===== src/rtl/instruction_fetch_unit_if.sv =====
// Bundle of control, ROM-port and instruction-stream signals for instruction_fetch_unit.
// The fetch unit takes the master modport; the ROM/core/controller side takes slave.
interface instruction_fetch_unit_if #(
  parameter int DATA_WIDTH = 32,
  parameter int CNT_WIDTH  = 12
);
  logic                  start;
  logic [31:0]           base_addr;
  logic [CNT_WIDTH-1:0]  num_instr;
  logic                  flush;
  logic                  busy;
  logic                  done;
  logic [31:0]           rom_addra;
  logic                  rom_en;
  logic [DATA_WIDTH-1:0] rom_dout;
  // Stream: a word moves on a cycle with instr_valid && instr_ready. Once valid
  // is raised, instr_data/instr_addr hold and valid stays up until the transfer;
  // only flush or rst may retract it. Ready may toggle freely.
  logic                  instr_valid;
  logic                  instr_ready;
  logic [DATA_WIDTH-1:0] instr_data;
  logic [31:0]           instr_addr;
  logic [1:0]            dbg_state;

  modport master (
    input  start, base_addr, num_instr, flush, rom_dout, instr_ready,
    output busy, done, rom_addra, rom_en, instr_valid, instr_data, instr_addr, dbg_state
  );

  modport slave (
    output start, base_addr, num_instr, flush, rom_dout, instr_ready,
    input  busy, done, rom_addra, rom_en, instr_valid, instr_data, instr_addr, dbg_state
  );
endinterface


===== src/rtl/instruction_fetch_unit.sv =====
// Burst reader for the instruction ROM: issues credit-limited reads, buffers the
// returned words in a small prefetch FIFO and streams them out with their addresses.
module instruction_fetch_unit #(
  parameter int DATA_WIDTH = 32,
  parameter int ROM_DEPTH  = 2048,
  parameter int FIFO_DEPTH = 4,
  parameter int CNT_WIDTH  = 12
) (
  input  logic                       clk,
  input  logic                       rst,
  instruction_fetch_unit_if.master   bus
);
  localparam int AW = $clog2(ROM_DEPTH);
  localparam int PW = $clog2(FIFO_DEPTH);
  localparam int CW = $clog2(FIFO_DEPTH + 1);

  typedef enum logic [1:0] {IDLE = 2'd0, FETCH = 2'd1, DRAIN = 2'd2} state_t;

  state_t                state;
  logic [CNT_WIDTH-1:0]  num_q;
  logic [CNT_WIDTH-1:0]  issued;
  logic [AW-1:0]         next_addr;
  logic [AW-1:0]         rom_addr_q;
  logic                  rom_en_q;
  logic                  done_q;
  logic                  inflight;
  logic [AW-1:0]         inflight_addr;

  logic [DATA_WIDTH-1:0] data_mem [FIFO_DEPTH];
  logic [AW-1:0]         addr_mem [FIFO_DEPTH];
  logic [PW-1:0]         wr_ptr;
  logic [PW-1:0]         rd_ptr;
  logic [CW-1:0]         fifo_count;

  logic                  valid;
  logic                  pop;
  logic                  push;
  logic                  can_issue;
  logic [7:0]            credit_used;
  logic                  unused_bits;

  function automatic logic [PW-1:0] ptr_inc(input logic [PW-1:0] p);
    return (p == PW'(FIFO_DEPTH - 1)) ? '0 : p + 1'b1;
  endfunction

  assign valid = (fifo_count != '0);
  assign pop   = valid && bus.instr_ready;
  assign push  = inflight && !bus.flush && !rst;

  // Words already buffered plus reads whose data has yet to land; the word
  // leaving this cycle frees its slot before the new read can return.
  assign credit_used = 8'(fifo_count) + 8'(rom_en_q) + 8'(inflight) - 8'(pop);
  assign can_issue   = (issued != num_q) && (credit_used < 8'(FIFO_DEPTH));

  always_ff @(posedge clk) begin
    if (rst) begin
      state         <= IDLE;
      num_q         <= '0;
      issued        <= '0;
      next_addr     <= '0;
      rom_addr_q    <= '0;
      rom_en_q      <= 1'b0;
      done_q        <= 1'b0;
      inflight      <= 1'b0;
      inflight_addr <= '0;
      wr_ptr        <= '0;
      rd_ptr        <= '0;
      fifo_count    <= '0;
    end else if (bus.flush) begin
      // The read launched this cycle returns next cycle with inflight cleared, so it is dropped.
      state      <= IDLE;
      issued     <= '0;
      rom_en_q   <= 1'b0;
      done_q     <= 1'b0;
      inflight   <= 1'b0;
      wr_ptr     <= '0;
      rd_ptr     <= '0;
      fifo_count <= '0;
    end else begin
      done_q        <= 1'b0;
      rom_en_q      <= 1'b0;
      inflight      <= rom_en_q;
      inflight_addr <= rom_addr_q;
      if (push) wr_ptr <= ptr_inc(wr_ptr);
      if (pop)  rd_ptr <= ptr_inc(rd_ptr);
      fifo_count <= fifo_count + CW'(push) - CW'(pop);

      case (state)
        IDLE: begin
          if (bus.start) begin
            num_q <= bus.num_instr;
            if (bus.num_instr == '0) begin
              done_q <= 1'b1;
            end else begin
              rom_en_q   <= 1'b1;
              rom_addr_q <= bus.base_addr[AW-1:0];
              next_addr  <= bus.base_addr[AW-1:0] + 1'b1;
              issued     <= CNT_WIDTH'(1);
              state      <= (bus.num_instr == CNT_WIDTH'(1)) ? DRAIN : FETCH;
            end
          end
        end
        FETCH: begin
          if (can_issue) begin
            rom_en_q   <= 1'b1;
            rom_addr_q <= next_addr;
            next_addr  <= next_addr + 1'b1;
            issued     <= issued + CNT_WIDTH'(1);
            if (issued + CNT_WIDTH'(1) == num_q) state <= DRAIN;
          end
        end
        DRAIN: begin
          if (pop && fifo_count == CW'(1) && !inflight && !rom_en_q) begin
            state  <= IDLE;
            done_q <= 1'b1;
          end
        end
        default: state <= IDLE;
      endcase
    end
  end

  always_ff @(posedge clk) begin
    if (push) begin
      data_mem[wr_ptr] <= bus.rom_dout;
      addr_mem[wr_ptr] <= inflight_addr;
    end
  end

  assign bus.busy        = (state != IDLE);
  assign bus.done        = done_q;
  assign bus.rom_en      = rom_en_q;
  assign bus.rom_addra   = 32'(rom_addr_q);
  assign bus.instr_valid = valid;
  assign bus.instr_data  = valid ? data_mem[rd_ptr] : '0;
  assign bus.instr_addr  = valid ? 32'(addr_mem[rd_ptr]) : '0;
  assign bus.dbg_state   = state;
  assign unused_bits     = ^bus.base_addr[31:AW];
endmodule


===== src/flat_wrapper.sv =====
// flat-port wrapper written by rule: the top's interface ports become plain ports
module instruction_fetch_unit_flat 
#(
  parameter int DATA_WIDTH = 32,
  parameter int ROM_DEPTH  = 2048,
  parameter int FIFO_DEPTH = 4,
  parameter int CNT_WIDTH  = 12
)
  (clk, rst, bus_start, bus_base_addr, bus_num_instr, bus_flush, bus_rom_dout, bus_instr_ready, bus_busy, bus_done, bus_rom_addra, bus_rom_en, bus_instr_valid, bus_instr_data, bus_instr_addr, bus_dbg_state);
  instruction_fetch_unit_if #(.DATA_WIDTH(DATA_WIDTH), .CNT_WIDTH(CNT_WIDTH)) bus_i ();
  input  logic clk;
  input  logic rst;
  input wire logic [$bits(bus_i.start)-1:0] bus_start;
  input wire logic [$bits(bus_i.base_addr)-1:0] bus_base_addr;
  input wire logic [$bits(bus_i.num_instr)-1:0] bus_num_instr;
  input wire logic [$bits(bus_i.flush)-1:0] bus_flush;
  input wire logic [$bits(bus_i.rom_dout)-1:0] bus_rom_dout;
  input wire logic [$bits(bus_i.instr_ready)-1:0] bus_instr_ready;
  output wire logic [$bits(bus_i.busy)-1:0] bus_busy;
  output wire logic [$bits(bus_i.done)-1:0] bus_done;
  output wire logic [$bits(bus_i.rom_addra)-1:0] bus_rom_addra;
  output wire logic [$bits(bus_i.rom_en)-1:0] bus_rom_en;
  output wire logic [$bits(bus_i.instr_valid)-1:0] bus_instr_valid;
  output wire logic [$bits(bus_i.instr_data)-1:0] bus_instr_data;
  output wire logic [$bits(bus_i.instr_addr)-1:0] bus_instr_addr;
  output wire logic [$bits(bus_i.dbg_state)-1:0] bus_dbg_state;
  assign bus_i.start = bus_start;
  assign bus_i.base_addr = bus_base_addr;
  assign bus_i.num_instr = bus_num_instr;
  assign bus_i.flush = bus_flush;
  assign bus_i.rom_dout = bus_rom_dout;
  assign bus_i.instr_ready = bus_instr_ready;
  assign bus_busy = bus_i.busy;
  assign bus_done = bus_i.done;
  assign bus_rom_addra = bus_i.rom_addra;
  assign bus_rom_en = bus_i.rom_en;
  assign bus_instr_valid = bus_i.instr_valid;
  assign bus_instr_data = bus_i.instr_data;
  assign bus_instr_addr = bus_i.instr_addr;
  assign bus_dbg_state = bus_i.dbg_state;
  instruction_fetch_unit #(.DATA_WIDTH(DATA_WIDTH), .ROM_DEPTH(ROM_DEPTH), .FIFO_DEPTH(FIFO_DEPTH), .CNT_WIDTH(CNT_WIDTH)) u_core (.clk(clk), .rst(rst), .bus(bus_i));
endmodule

===== config.mk =====
export PLATFORM = sky130hd
export DESIGN_NAME = instruction_fetch_unit_flat
export DESIGN_NICKNAME = d
export VERILOG_FILES = /design/src/rtl/instruction_fetch_unit_if.sv /design/src/rtl/instruction_fetch_unit.sv /design/src/flat_wrapper.sv
export SDC_FILE = /design/constraint.sdc
export NUM_CORES = 1
export LEC_CHECK = 0
export BUFFER_PORTS_ARGS = -buffer_cell sky130_fd_sc_hd__buf_2
export CELL_PAD_IN_SITES_DETAIL_PLACEMENT = 1
export CELL_PAD_IN_SITES_GLOBAL_PLACEMENT = 1
export CORE_MARGIN = 3
export CORE_UTILIZATION = 30
export CTS_CLUSTER_DIAMETER = 30
export CTS_CLUSTER_SIZE = 20
export DETAILED_ROUTE_END_ITERATION = 10
export GPL_TIMING_DRIVEN = 0
export PLACE_DENSITY_LB_ADDON = 0.1
export RECOVER_POWER = 25
export SLEW_MARGIN = 25
export SYNTH_ARGS = -nofsm -noshare
export SYNTH_HDL_FRONTEND = slang
export SYNTH_SLANG_ARGS = --single-unit

===== constraint.sdc =====
create_clock -name clk -period 3.48 [get_ports clk]
set_input_delay 0.348 -clock clk [delete_from_list [all_inputs] [get_ports clk]]
set_output_delay 0.348 -clock clk [all_outputs]
set_load 0.01 [all_outputs]

# --- After elaboration in Yosys (flattened, before gate mapping) ---
# Memory sizes are Yosys's and may differ from the RTL's. A register that Yosys moved wholly into a read port is not among the register bits.
# Cells that the tools add are included.
# W data, S select, Z words.
word_totals:
  ramBits: 172
  regBits: 69
  wordCells: 97
  in_bits: 81
  output_inout_bits: 102
  mem_count: 2
op_classes:
  n_addsub: 10
  bitwise_logic: 1
  mux: 37
  eq_ne: 13
  n_lt_le_gt_ge: 1
  n_reduce_logical: 21
memory_table:
  columns: ["name", "depth", "width", "read_ports", "rd_clocked_by_memory_dff", "wr", "line", "rtl"]
  rows:
  - ["u_core.data_mem", 4, 32, 1, 1, 1, "instruction_fetch_unit.sv:29", "logic [DATA_WIDTH-1:0] data_mem [FIFO_DEPTH];"]
  - ["u_core.addr_mem", 4, 11, 1, 1, 1, "instruction_fetch_unit.sv:30", "logic [AW-1:0] addr_mem [FIFO_DEPTH];"]
ops:
  columns: ["operator", "count"]
  rows:
  - ["$mux W11", 7]
  - ["$pmux W11 S2", 2]
  - ["$mux W12", 3]
  - ["$mux W32", 1]
  - ["$mux W2", 12]
  - ["$pmux W12 S2", 1]
  - ["$add A11 B1 Y11 const B", 2]
  - ["$add A12 B1 Y12 const B", 1]
  - ["$eq A12 B1 Y1 const B", 1]
  - ["$eq A12 B12 Y1", 1]
  - ["$logic_not A12 Y1", 1]
  - ["$ne A12 B12 Y1", 1]
  - ["$reduce_and A5 Y1", 2]
  - ["$add A8 B1 Y8", 1]
  - ["$lt A8 B3 Y1 const B", 1]
  - ["$mux W1", 8]
  - ["$sub A8 B1 Y8", 1]
  - ["$logic_and A1 B1 Y1", 7]
  - ["$eq A2 B2 Y1 const B", 3]
  - ["$ne A2 B1 Y1 const B", 3]
  - ["$pmux W2 S3", 1]
  - ["$add A2 B1 Y2 const B", 2]
  - ["$add A3 B1 Y4", 1]
  - ["$logic_not A1 Y1", 4]
  - ["13 further kinds", 16]

# --- Logic depth before layout (Yosys ltp) ---
# Gate-level depths: netlist of the first run.
logic_depth:
  depth_word: 7
  depth_mapped: 15
  depth_no_buf: 12

# --- Worst setup path before layout of the first run ---
# Ideal clock, no wire load.
synth_timing:
  path_kind: "reg-to-reg"
  start: "reg u_core.fifo_count[0]"
  end: "reg u_core.issued[8]"
  t_required_ns: 3.409
  period_less_slack_ns: 3.136
  n_path_buf: 1
  t_arrival_ns: 3.065
  setup_slack_ns: 0.344
  stages_incl_launch_ff: 14
  setup_ns: 0.071
  cell_sequence: "dfxtp_1 -> or3_1 -> clkbuf_1 -> nand2_1 -> inv_1 -> ha_1 -> inv_1 -> ha_1 -> and3b_1 -> nor4_1 -> o2bb2ai_1 -> or3_4 -> or3_1 -> a21oi_1"
synth_via:
  elab_chain_len: 7
  elab_cells_between_ends: 9
  classes_between: "add/sub (3); order compare (1); eq/ne (1); reduce/logical (4)"
synth_lines:
  columns: ["item", "line", "rtl"]
  rows:
  - ["start: declaration", "instruction_fetch_unit.sv:33", "logic [CW-1:0] fifo_count;"]
  - ["start signal: assignment", "instruction_fetch_unit.sv:86", "fifo_count <= fifo_count + CW'(push) - CW'(pop);"]
  - ["$reduce_bool A3 Y1", "instruction_fetch_unit.sv:46", "assign valid = (fifo_count != '0);"]
  - ["$logic_and A1 B1 Y1", "instruction_fetch_unit.sv:47", "assign pop = valid && bus.instr_ready;"]
  - ["net u_core.pop", "instruction_fetch_unit.sv:36", "logic pop;"]
  - ["$sub A8 B1 Y8", "instruction_fetch_unit.sv:52", "assign credit_used = 8'(fifo_count) + 8'(rom_en_q) + 8'(inflight) - 8'(pop);"]
  - ["$lt A8 B3 Y1", "instruction_fetch_unit.sv:53", "assign can_issue = (issued != num_q) && (credit_used < 8'(FIFO_DEPTH));"]
  - ["$logic_and A1 B1 Y1", "instruction_fetch_unit.sv:53", null]
  - ["$ne A2 B1 Y1 (no source line)", null, null]
  - ["$reduce_and A4 Y1 (no source line)", null, null]
  - ["end signal: assignment", "instruction_fetch_unit.sv:108", "issued <= issued + CNT_WIDTH'(1);"]
  - ["end: declaration", "instruction_fetch_unit.sv:21", "logic [CNT_WIDTH-1:0] issued;"]
# The timed path passes the listed nets, and every way through them passes these cells.
# A chain may end at the register's enable or synchronous reset.

# --- Worst setup path in the final report of the first run ---
# Same ends and word-level chain as after synthesis.

==> flow_summary.toml, run 1 <==
[floorplanning]
fp-row-count = 69
die_footprint_um2 = 38900
die_x_um = 197
die_height_um = 197
placeableCoreArea_um2 = 35700
top_level_ports = 183
start_util = 0.307

[pwr]
pwr_density_cell_nw_per_um2 = 670
power.static_leakage_nw = 5.75
ir_drop_mv = 0.305

[worst_setup_path]
start_kind = "flop"
critPathRequiredTime_ns = 3.95
critPathMaxStageDelay_ns = 0.48
critical_path_arrival_ns = 3.72
ws_path_type = "reg -> reg"
critical-path-slowest-cell = "sky130_fd_sc_hd__or3_4"
critPathCaptureType = "flop"
worstPathMaxFanout = 9
r2r_slack_ns = 0.23
crit_path_cell_trace = "or3_4 > nand2_2 > inv_1 > ha_1 > inv_1 > ha_1 > and3b_1 > nor4_4 > o2bb2ai_2 > or3_4 > or3_1 > a21oi_1"

[grt]
first_global_vias = 8154
antenna_found_initial = 0
gr-usage-all-layers = 0.151
grt_start_max_net_pins = 36
global_route.overflow_total = 0
grt_first_pass_wirelength_mm = 45.8

[detailed_routing]
detail_route.first_pass.iterations = 4
avgRoutedWirePerCell_um = 18.3
initialDrtViolationCount = 339
final_antenna_net_count = 0
via_count = 7530
mean_number_of_vias_per_cell = 4.72
total_wirelength_of_the_detailed_routed_design_mm = 29.2
route.detailed.drc = 0

[yosys]
synth_compound_area_frac = 0.0686
synth_top_cells_by_count = "172 x sky130_fd_sc_hd__edfxtp_1, 72 x sky130_fd_sc_hd__nand2_1, 71 x sky130_fd_sc_hd__dfxtp_1"
netlist-cell-type-count = 71
synthesized_area_fraction_occupied_by_xor_and_xnor_cells = 0.0188
synth_seq_area_share = 0.601
synth_fa_ha_area_frac = 0.0190
netlist_area_um2 = 11000
main_combinational_cell_family_by_area_after_synthesis = "simple AND/OR/NAND/NOR gates"
leading_area_contributor_after_synthesis = "sky130_fd_sc_hd__edfxtp_1"
postSynthAreaPerCell_um2 = 13.2
async_flop_share = 0
muxShareOfSynthArea = 0.112
netlist_instances = 831
synth_most_common_cell = "sky130_fd_sc_hd__edfxtp_1"
synth_flop_cell = "sky130_fd_sc_hd__edfxtp_1"
synth-edff-count = 172
synth-seq-cells = 243
yosys-top-cells-area = "sky130_fd_sc_hd__edfxtp_1 47%, sky130_fd_sc_hd__dfxtp_1 13%, sky130_fd_sc_hd__mux4_2 8.8%, sky130_fd_sc_hd__buf_4 3.0%, sky130_fd_sc_hd__and2_1 2.7%"
synthDominantCellAreaShare = 0.471
synthesized_area_fraction_occupied_by_and_or_nand_nor_cells = 0.129
yosysWarningCount = 0

[outcome]
status = "finished clean"

[sta]
worstMarginPinSlew_ns = 0.841
worst_hold_slack_ns = 0.0525
finalMaxSlewViolations = 0
report.final.hold_viol_count = 0
rsz0062_at_grt = "no"
report.final.setup_viol = 0
final.min_clock_period_ns = 3.25
worst_slew_slack_as_a_fraction_of_its_limit = 0.439
tns_ns = 0
fmaxAchievable_ghz = 0.308
period_share = 0.934
clock-skew-final_ns = 0.0173

[clock_tree]
clkLatencyLatePin_ns = 0.55
clk_root_buffer_cell = "sky130_fd_sc_hd__clkbuf_16"
cts_setup_buffers = 0
tritoncts = "done"
path_clk_slew_ns = 0.04
cts-buffers-inserted = 73
cts-root-to-sink-buffers = 3
clkSinkCount = 243
htreeDepth = 3

[run]
max_cap_viol_count = 0

[final_layout]
area_growth_syn_to_layout_pct = 37.0
post_route_cells_drive_above_1_share = 0.302
net_count_final = 1175
fin_area_um2 = 15000
final.fill_count = 3782
n_antenna_cell = 0

[place]
portBuffers = 117
postPlaceCellArea_um2 = 12400
post-dp-hpwl_mm = 19.7
place_congestion = 0.783

[hold_path]
min_path_type = "in -> reg"
[registers in the layout, indices dropped and copies added, names as in the netlist, 2 cells and up, named ones only]
signal	count
u_core.addr_mem	44
u_core.data_mem	128
u_core.bus.dbg_state	2
u_core.next_addr	11
u_core.wr_ptr	2
u_core.fifo_count	3
u_core.num_q	12
u_core.issued	12
u_core.rom_addr_q	11
u_core.inflight_addr	11
u_core.rd_ptr	2
[routing by layer]
layer | part of all wire | global-route usage | vias up
met5 | 0 | 0 | -
met4 | 0.022 | 0.0552 | 0
met3 | 0.048 | 0.0345 | 52
met2 | 0.49 | 0.253 | 193
met1 | 0.44 | 0.194 | 3711
li1 | - | - | 3574
[power by group]
part / internal, W / leakage, nW / switching [W]
Combinational: 0.000158 / 2.40 / 0.000228
Sequential: 0.00314 / 2.14 / 0.0000398
Clock: 0.00462 / 1.21 / 0.00187
[cell usage in the layout, fill, tap and decap left out, types with 5 or more instances in the layout]
cell type                       Yosys  final
sky130_fd_sc_hd__a211oi_1           5      5
sky130_fd_sc_hd__a21oi_1           39     38
sky130_fd_sc_hd__a311oi_1           8      8
sky130_fd_sc_hd__a31oi_1            5      5
sky130_fd_sc_hd__and2_1            47     47
sky130_fd_sc_hd__and3_1            11      7
sky130_fd_sc_hd__buf_2              6    102
sky130_fd_sc_hd__buf_4             44     45
sky130_fd_sc_hd__bufinv_16          0      7
sky130_fd_sc_hd__clkbuf_1          30     60
sky130_fd_sc_hd__clkbuf_16          0     75
sky130_fd_sc_hd__clkbuf_2           0      5
sky130_fd_sc_hd__clkbuf_8           0      9
sky130_fd_sc_hd__clkinv_1           0      6
sky130_fd_sc_hd__clkinv_2           0     12
sky130_fd_sc_hd__conb_1             1     42
sky130_fd_sc_hd__dfxtp_1           71     71
sky130_fd_sc_hd__dlygate4sd3_1      0     12
sky130_fd_sc_hd__edfxtp_1         172    172
sky130_fd_sc_hd__ha_1              15     15
sky130_fd_sc_hd__inv_1             15     15
sky130_fd_sc_hd__inv_6              0      5
sky130_fd_sc_hd__mux2_2             6      6
sky130_fd_sc_hd__mux2i_1           19     18
sky130_fd_sc_hd__mux4_2            43     43
sky130_fd_sc_hd__nand2_1           72     71
sky130_fd_sc_hd__nand3_1           20     20
sky130_fd_sc_hd__nor2_1            36     36
sky130_fd_sc_hd__nor3_1            24     24
sky130_fd_sc_hd__nor4b_1            5      5
sky130_fd_sc_hd__o21ai_0           15     15
sky130_fd_sc_hd__o21ai_1            7      7
sky130_fd_sc_hd__or3_1              9      8
sky130_fd_sc_hd__xnor2_1            6      6
sky130_fd_sc_hd__xor2_1            13     13
[logic make-up after synthesis]
family / count (synthesis)
buffers and inverters: 103
AOI/OAI and AO/OA: 113
and+or+nand+nor: 266
muxes: 68
DFF: 243
other: 1
adders and majority gates: 16
xor gates and xnor gates: 21
[worst paths after layout]
| path | from | endpoint | cells after the start |
|---|---|---|---|
| worst max-delay path | u_core.fifo_count[0] | u_core.issued[8] | 12 |
| worst max register to register | u_core.fifo_count[0] | u_core.issued[8] | 12 |
| worst min register to register | u_core.num_q[6] | u_core.num_q[6] | 2 |
| worst min-delay path | bus_num_instr[6] | u_core.num_q[6] | 3 |
[critical path: cells and delay by family, from the launching register on]
kind,cells,cell delay [ns]
simple gates,6,1.96
fa+ha+maj,2,0.42
flops,1,0.35
compound gates,2,0.31
buf+inv,2,0.14
[metrics by stage]
| step | power [W] | cells | setup WS, ns | utilization |
|---|---|---|---|---|
| 3_3_place_gp | 0.00360 | 1450 | -0.848 | 0.343 |
| 6_report | 0.0101 | 1597 | 0.229 | 0.420 |
| 3_5_place_dp | 0.00360 | 1454 | -0.853 | 0.346 |
| 4_1_cts | 0.0102 | 1597 | 0.00837 | 0.419 |
| 2_1_floorplan | 0.00345 | 872 | 0.344 | - |
| 5_1_grt | 0.0104 | 1597 | 0.00392 | 0.420 |
[cell type report]
cell class,instances,area (µm²),share of cell area
plain buffers,85,504,0.0336
clock buffers,98,2050,0.137
clock inverters,35,400,0.0267
inverters,16,60.1,0.00400
multi-input cells,526,4070,0.271
flip-flops and latches,243,6590,0.439
well taps,461,577,0.0384
repair buffers,133,768,0.0512
[timing repair]
action,CTS,global route
gates cloned,0,0
hold buffers,12,0
endpoints found under the setup margin,32,40
hold endpoints to repair,41,0
pin swaps,1,1
resized for setup,10,14
No activity file was read; power rests on OpenSTA's default activity.
==> run 2, diff against run 1 <==
Settings changed: ABC_AREA from default to 1.
==> run 2 against run 1 <==
Net effect: fmax fell by 0.39%; clock skew rose by 0.037 ns; wire length rose by 7.7%; core utilization fell by 0.059 points; first-iteration DRC count fell by 3.5%; critical path depth fell by 4; via count rose by 15%; largest power group unchanged.
==> flow_summary.toml, run 2 <==
[place]
post-dp-hpwl_mm = 21.7
postPlaceCellArea_um2 = 12600
place_congestion = 0.768
portBuffers = 119
place.detailed.instances = 1789

[final_layout]
post_route_cells_drive_above_1_share = 0.202
seq_area_um2 = 6590
n_antenna_cell = 0
multiInputGateArea_um2 = 3690
final.fill_count = 4075
area_growth_syn_to_layout_pct = 36.7
largestRegisters = "u_core.data_mem x128, u_core.addr_mem x44"
final_cell_mix = "286 x sky130_fd_sc_hd__nor2_1, 172 x sky130_fd_sc_hd__edfxtp_1, 137 x sky130_fd_sc_hd__o21ai_0"
final_std_cells_w_o_fill = 1934
largest_register = "u_core.data_mem"
net_count_final = 1519
mostFrequentLayoutCell = "sky130_fd_sc_hd__nor2_1"
fin_area_um2 = 15000
largest_reg_flops = 128

[worst_setup_path]
critPathRequiredTime_ns = 3.13
critPathCaptureType = "primary output"
crit-reg2reg-launch = "u_core.fifo_count[2]"
worstPathMaxFanout = 10
timing.reg2reg.worst_path_depth = 16
reg2reg_to = "u_core.issued[10]"
ws_path_type = "reg -> out"
critical_path_arrival_ns = 2.92
start_kind = "flop"
r2r_slack_ns = 0.47

[detailed_routing]
final_antenna_net_count = 0
via_count = 8626
initialDrtViolationCount = 327
route.detailed.drc = 0
avgRoutedWirePerCell_um = 16.3
mean_number_of_vias_per_cell = 4.46
total_wirelength_of_the_detailed_routed_design_mm = 31.5
detail_route.first_pass.iterations = 5

[sta]
finalMaxSlewViolations = 0
worst_slew_slack_as_a_fraction_of_its_limit = 0.559
clock-skew-final_ns = 0.0541
period_share = 0.938
rsz0062_at_grt = "no"
report.final.hold_viol_count = 0
report.final.setup_viol = 0
final.min_clock_period_ns = 3.26
worst_hold_slack_ns = 0.0992
fmaxAchievable_ghz = 0.306
worstMarginPinSlew_ns = 0.661

[yosys]
yosysWarningCount = 0
yosys-top-cells-area = "sky130_fd_sc_hd__edfxtp_1 47%, sky130_fd_sc_hd__dfxtp_1 13%, sky130_fd_sc_hd__nor2_1 9.9%, sky130_fd_sc_hd__o21ai_0 6.2%, sky130_fd_sc_hd__nand2_1 4.3%"
postSynthAreaPerCell_um2 = 9.48
synth-seq-cells = 243
synth_seq_area_share = 0.599
synth_top_cells_by_count = "290 x sky130_fd_sc_hd__nor2_1, 172 x sky130_fd_sc_hd__edfxtp_1, 137 x sky130_fd_sc_hd__o21ai_0"
netlist_area_um2 = 11000
synth-edff-count = 172
netlist-cell-type-count = 39
leading_area_contributor_after_synthesis = "sky130_fd_sc_hd__edfxtp_1"
synthDominantCellAreaShare = 0.470
synth_flop_cell = "sky130_fd_sc_hd__edfxtp_1"
netlist_instances = 1160
synth_most_common_cell = "sky130_fd_sc_hd__nor2_1"
async_flop_share = 0

[clock_tree]
cts-buffers-inserted = 59
htreeDepth = 2
clkLatencyLatePin_ns = 0.59
path_clk_slew_ns = 0.05
tritoncts = "done"
clk_root_buffer_cell = "sky130_fd_sc_hd__clkbuf_16"
cts_setup_buffers = 0
clkSinkCount = 243
cts-root-to-sink-buffers = 3

[floorplanning]
fp-row-count = 69
top_level_ports = 183
placeableCoreArea_um2 = 35800
die_footprint_um2 = 39000
die_x_um = 197
die_height_um = 197
start_util = 0.307

[pwr]
power.static_leakage_nw = 6.22
ir_drop_mv = 0.572
pwr_density_cell_nw_per_um2 = 639

[grt]
first_global_vias = 9241
antenna_found_initial = 0
global_route.overflow_total = 0
gr-usage-all-layers = 0.162
grt_start_max_net_pins = 19
grt_first_pass_wirelength_mm = 49.8

[hold_path]
min_to = "u_core.num_q[1]"
timing.hold.worst_path_depth = 3
min_path_type = "in -> reg"
min-delay-start = "bus_num_instr[1]"

[run]
max_cap_viol_count = 0

[outcome]
status = "finished clean"
run 2: cell families (layout without fill, tap and decap cells):
group / after synthesis / count (layout) / share of synthesized area
simple gates: 478 / 478 / 0.176
flops: 243 / 243 / 0.599
compound gates: 220 / 220 / 0.104
buf+inv: 178 / 450 / 0.0821
xor+xnor: 24 / 24 / 0.0191
fa+ha+maj: 16 / 16 / 0.0189
other cells: 1 / 42 / 0.000341
run 2: routing by layer:
layer	vias to the layer above	wire, µm	global-route usage
met5	-	0	0
met4	0	595	0.0486
met3	40	1500	0.0355
met2	178	15400	0.280
met1	4075	14000	0.203
li1	4333	-	-
run 2: metrics by stage:
stage	setup WS (ns)	utilization	power (W)	TNS (ns)
global placement	-2.47	0.344	0.00379	-410.03
finish	0.216	0.419	0.00960	0
CTS	0.0677	0.420	0.00972	0
floorplan	0.149	-	0.00361	0
detailed placement	0.133	0.351	0.00380	0
global route	0.00422	0.419	0.00997	0
run 2: how the worst max path moves through the flow:
stage                                       end  slack, ns       from
after floorplan           u_core.addr_mem[0][0]       0.15  bus_flush
after global placement    u_core.data_mem[1][9]      -2.47  bus_flush
after detailed placement  u_core.data_mem[2][9]       0.13  bus_flush
after CTS                     bus_instr_addr[1]       0.07       flop
after global routing          bus_instr_data[7]      0.004       flop
final                         bus_instr_data[3]       0.22       flop
run 2: repair_timing:
action                                 CTS  global route
gates resized for setup                  0             3
endpoints found under the hold margin  130             0
hold buffers                            33             0
setup endpoints to repair                0            16
run 2: worst max-delay path, stage by stage, from the launching register on:
cell and delay (ns):
sky130_fd_sc_hd__dfxtp_1 0.31, sky130_fd_sc_hd__clkbuf_1 0.31, sky130_fd_sc_hd__clkbuf_1 0.47, sky130_fd_sc_hd__clkbuf_1 0.50, sky130_fd_sc_hd__nor2_1 0.11, sky130_fd_sc_hd__nor2_1 0.10, sky130_fd_sc_hd__o21ai_0 0.10, sky130_fd_sc_hd__a21oi_1 0.25
sky130_fd_sc_hd__buf_2 0.18
run 2: area by class of cell:
class | count | area share
sequential | 243 | 0.438
multi-input combinational | 780 | 0.246
clock buffer | 68 | 0.102
timing repair buffer | 160 | 0.0746
clock inverter | 44 | 0.0411
buffer | 94 | 0.0390
tap | 461 | 0.0384
inverter | 84 | 0.0211
run 2: power by group:
group          switching (W)  total [W]  internal (W)
Combinational       0.000331   0.000557      0.000226
Sequential         0.0000502    0.00321       0.00316
Clock                0.00178    0.00583       0.00406
==> run 3, diff against run 2 <==
Settings changed: CORE_UTILIZATION 30 to 43, CTS_CLUSTER_DIAMETER 30 to 120.
==> run 3 against run 2 <==
Net effect: sequential power about the same; power down 41%; clock skew down 0.032 ns; worst hold slack worse by 0.033 ns.
==> flow_summary.toml, run 3 (synthesized netlist as in run 2, its figures left out) <==
[outcome]
status = "finished clean"

[floorplanning]
placeableCoreArea_um2 = 24700
die_height_um = 166
die_footprint_um2 = 27500
die_x_um = 166
top_level_ports = 183
start_util = 0.444
fp-row-count = 57

[detailed_routing]
route.detailed.drc = 0
total_wirelength_of_the_detailed_routed_design_mm = 28.0
mean_number_of_vias_per_cell = 4.96
final_antenna_net_count = 0
via_count = 8332
initialDrtViolationCount = 393
avgRoutedWirePerCell_um = 16.7
detail_route.first_pass.iterations = 5

[final_layout]
net_count_final = 1443
largestRegisters = "u_core.data_mem x128, u_core.addr_mem x44"
largest_reg_flops = 128
final_cell_mix = "286 x sky130_fd_sc_hd__nor2_1, 172 x sky130_fd_sc_hd__edfxtp_1, 137 x sky130_fd_sc_hd__o21ai_0"
largest_register = "u_core.data_mem"
mostFrequentLayoutCell = "sky130_fd_sc_hd__nor2_1"
area_growth_syn_to_layout_pct = 17.0
n_antenna_cell = 0
post_route_cells_drive_above_1_share = 0.151

[grt]
grt.met2_usage = 0.359
grt_start_max_net_pins = 22
globalRoute.busiestLayer = "met2"
grt_util_met1 = 0.258
gr-usage-all-layers = 0.198
grt_first_pass_wirelength_mm = 44.8
gr-usage-met3 = 0.0240
antenna_found_initial = 0
global_route.overflow_total = 0
first_global_vias = 8570

[pwr]
switching_share = 0.233
sequentialPowerShare = 0.569
pwr_density_cell_nw_per_um2 = 437
power.share.combinational = 0.092
power.static_leakage_nw = 5.25
intPower_w = 0.00431
pwr-share-clk = 0.339
ir_drop_mv = 0.384
p_switching_w = 0.00131
post-layout-total-power_w = 0.00562

[place]
dp_slack_ns = 0.389
place_congestion = 0.764
portBuffers = 119
post-dp-hpwl_mm = 20.1

[clock_tree]
cts_setup_buffers = 0
clkSinkCount = 243
clkLatencyLatePin_ns = 0.49
cts-buffers-inserted = 16
clk_root_buffer_cell = "sky130_fd_sc_hd__clkbuf_16"
tritoncts = "done"
cts-resized-gates = 0
path_clk_slew_ns = 0.09
ctsHoldBuffers = 0
htreeDepth = 1
cts-root-to-sink-buffers = 3

[sta]
final.min_clock_period_ns = 3.09
worst_slew_slack_as_a_fraction_of_its_limit = 0.489
fmaxAchievable_ghz = 0.323
report.final.hold_viol_count = 0
clock-skew-final_ns = 0.0225
finalMaxSlewViolations = 0
report.final.setup_viol = 0
worstMarginPinSlew_ns = 0.762
rsz0062_at_grt = "no"
layout_setup_ws_ns = 0.385
period_share = 0.889

[worst_setup_path]
critPathRequiredTime_ns = 3.87
reg2reg_to = "u_core.issued[10]"
critPathCaptureType = "flop"
timing.reg2reg.worst_path_depth = 16
r2r_slack_ns = 0.39
crit-reg2reg-launch = "u_core.fifo_count[2]"
critical_path_arrival_ns = 3.48
worstPathMaxFanout = 10
start_kind = "flop"
ws_path_type = "reg -> reg"

[hold_path]
min-delay-start = "rst"
min_path_type = "in -> reg"
min_to = "u_core.next_addr[9]"
timing.hold.worst_path_depth = 2

[run]
max_cap_viol_count = 0
run 3: cell count changes in the layout (fill, tap and decap cells not counted), moves of 8 or more:
cell and change:
sky130_fd_sc_hd__clkinv_2 -8, sky130_fd_sc_hd__bufinv_16 -12, sky130_fd_sc_hd__buf_2 -10, sky130_fd_sc_hd__dlygate4sd3_1 -33
sky130_fd_sc_hd__clkbuf_1 +12, sky130_fd_sc_hd__clkbuf_16 -41
run 3: worst max-delay path by stage:
stage / from / to / slack (ns) / depth (start not counted)
floorplan: bus_flush / u_core.addr_mem[0][0] / 0.15 / 5
global placement: bus_flush / u_core.addr_mem[1][5] / -2.06 / 6
detailed placement: u_core.fifo_count[2] / u_core.issued[10] / 0.39 / 16
CTS: u_core.fifo_count[2] / u_core.rom_addr_q[8] / 0.34 / 16
global route: u_core.fifo_count[2] / u_core.rom_addr_q[5] / 0.11 / 16
finish: u_core.fifo_count[2] / u_core.issued[10] / 0.39 / 16
run 3: power groups by stage:
stage / logic, W / clock network, W / registers [W]
2_1_floorplan: 0.000351 / 0 / 0.00326
3_3_place_gp: 0.000511 / 0 / 0.00326
3_5_place_dp: 0.000526 / 0 / 0.00327
4_1_cts: 0.000529 / 0.00197 / 0.00320
5_1_grt: 0.000592 / 0.00206 / 0.00321
6_report: 0.000519 / 0.00190 / 0.00320
run 3: final cells by class:
type | count | area (µm²)
clock inverters | 1 | 16.3
fillers | 2932 | 11900
plain buffers | 94 | 586
inverters | 84 | 317
well taps | 324 | 405
flip-flops and latches | 243 | 6590
clock buffers | 26 | 480
multi-input cells | 780 | 3690
repair buffers | 127 | 778
run 3: through the flow:
step	TNS [ns]	cell area, µm²	hold slack, ns	instances	utilization
final	0	12900	0.0661	1679	0.519
after global routing	0	12900	0.0613	1679	0.519
after CTS	0	12900	0.0429	1679	0.521
after detailed placement	0	12400	0.468	1652	0.501
after global placement	-339.72	12100	0.452	1644	0.491
after floorplan	0	11100	0.410	1201	-
run 3: layer usage:
layer  vias to the layer above  routed length [µm]
li1                       4132                   -
met1                      4032               12500
met2                       150               14300
met3                        18                 928
met4                         0                 284
met5                         -                   0
run 3: critical path, stage by stage, from the launching register on:
cell	delay [ns]
sky130_fd_sc_hd__dfxtp_1	0.40
sky130_fd_sc_hd__nor3_2	0.65
sky130_fd_sc_hd__nor2_2	0.20
sky130_fd_sc_hd__ha_1	0.26
sky130_fd_sc_hd__inv_1	0.07
sky130_fd_sc_hd__ha_1	0.22
sky130_fd_sc_hd__nand3_1	0.08
sky130_fd_sc_hd__nand2_1	0.06
sky130_fd_sc_hd__nand2_1	0.07
sky130_fd_sc_hd__nand2_1	0.06
sky130_fd_sc_hd__nor2_2	0.17
sky130_fd_sc_hd__nand3_2	0.15
sky130_fd_sc_hd__nand2_4	0.12
sky130_fd_sc_hd__buf_8	0.15
sky130_fd_sc_hd__inv_2	0.10
sky130_fd_sc_hd__o21ai_0	0.17
sky130_fd_sc_hd__nor2_1	0.06
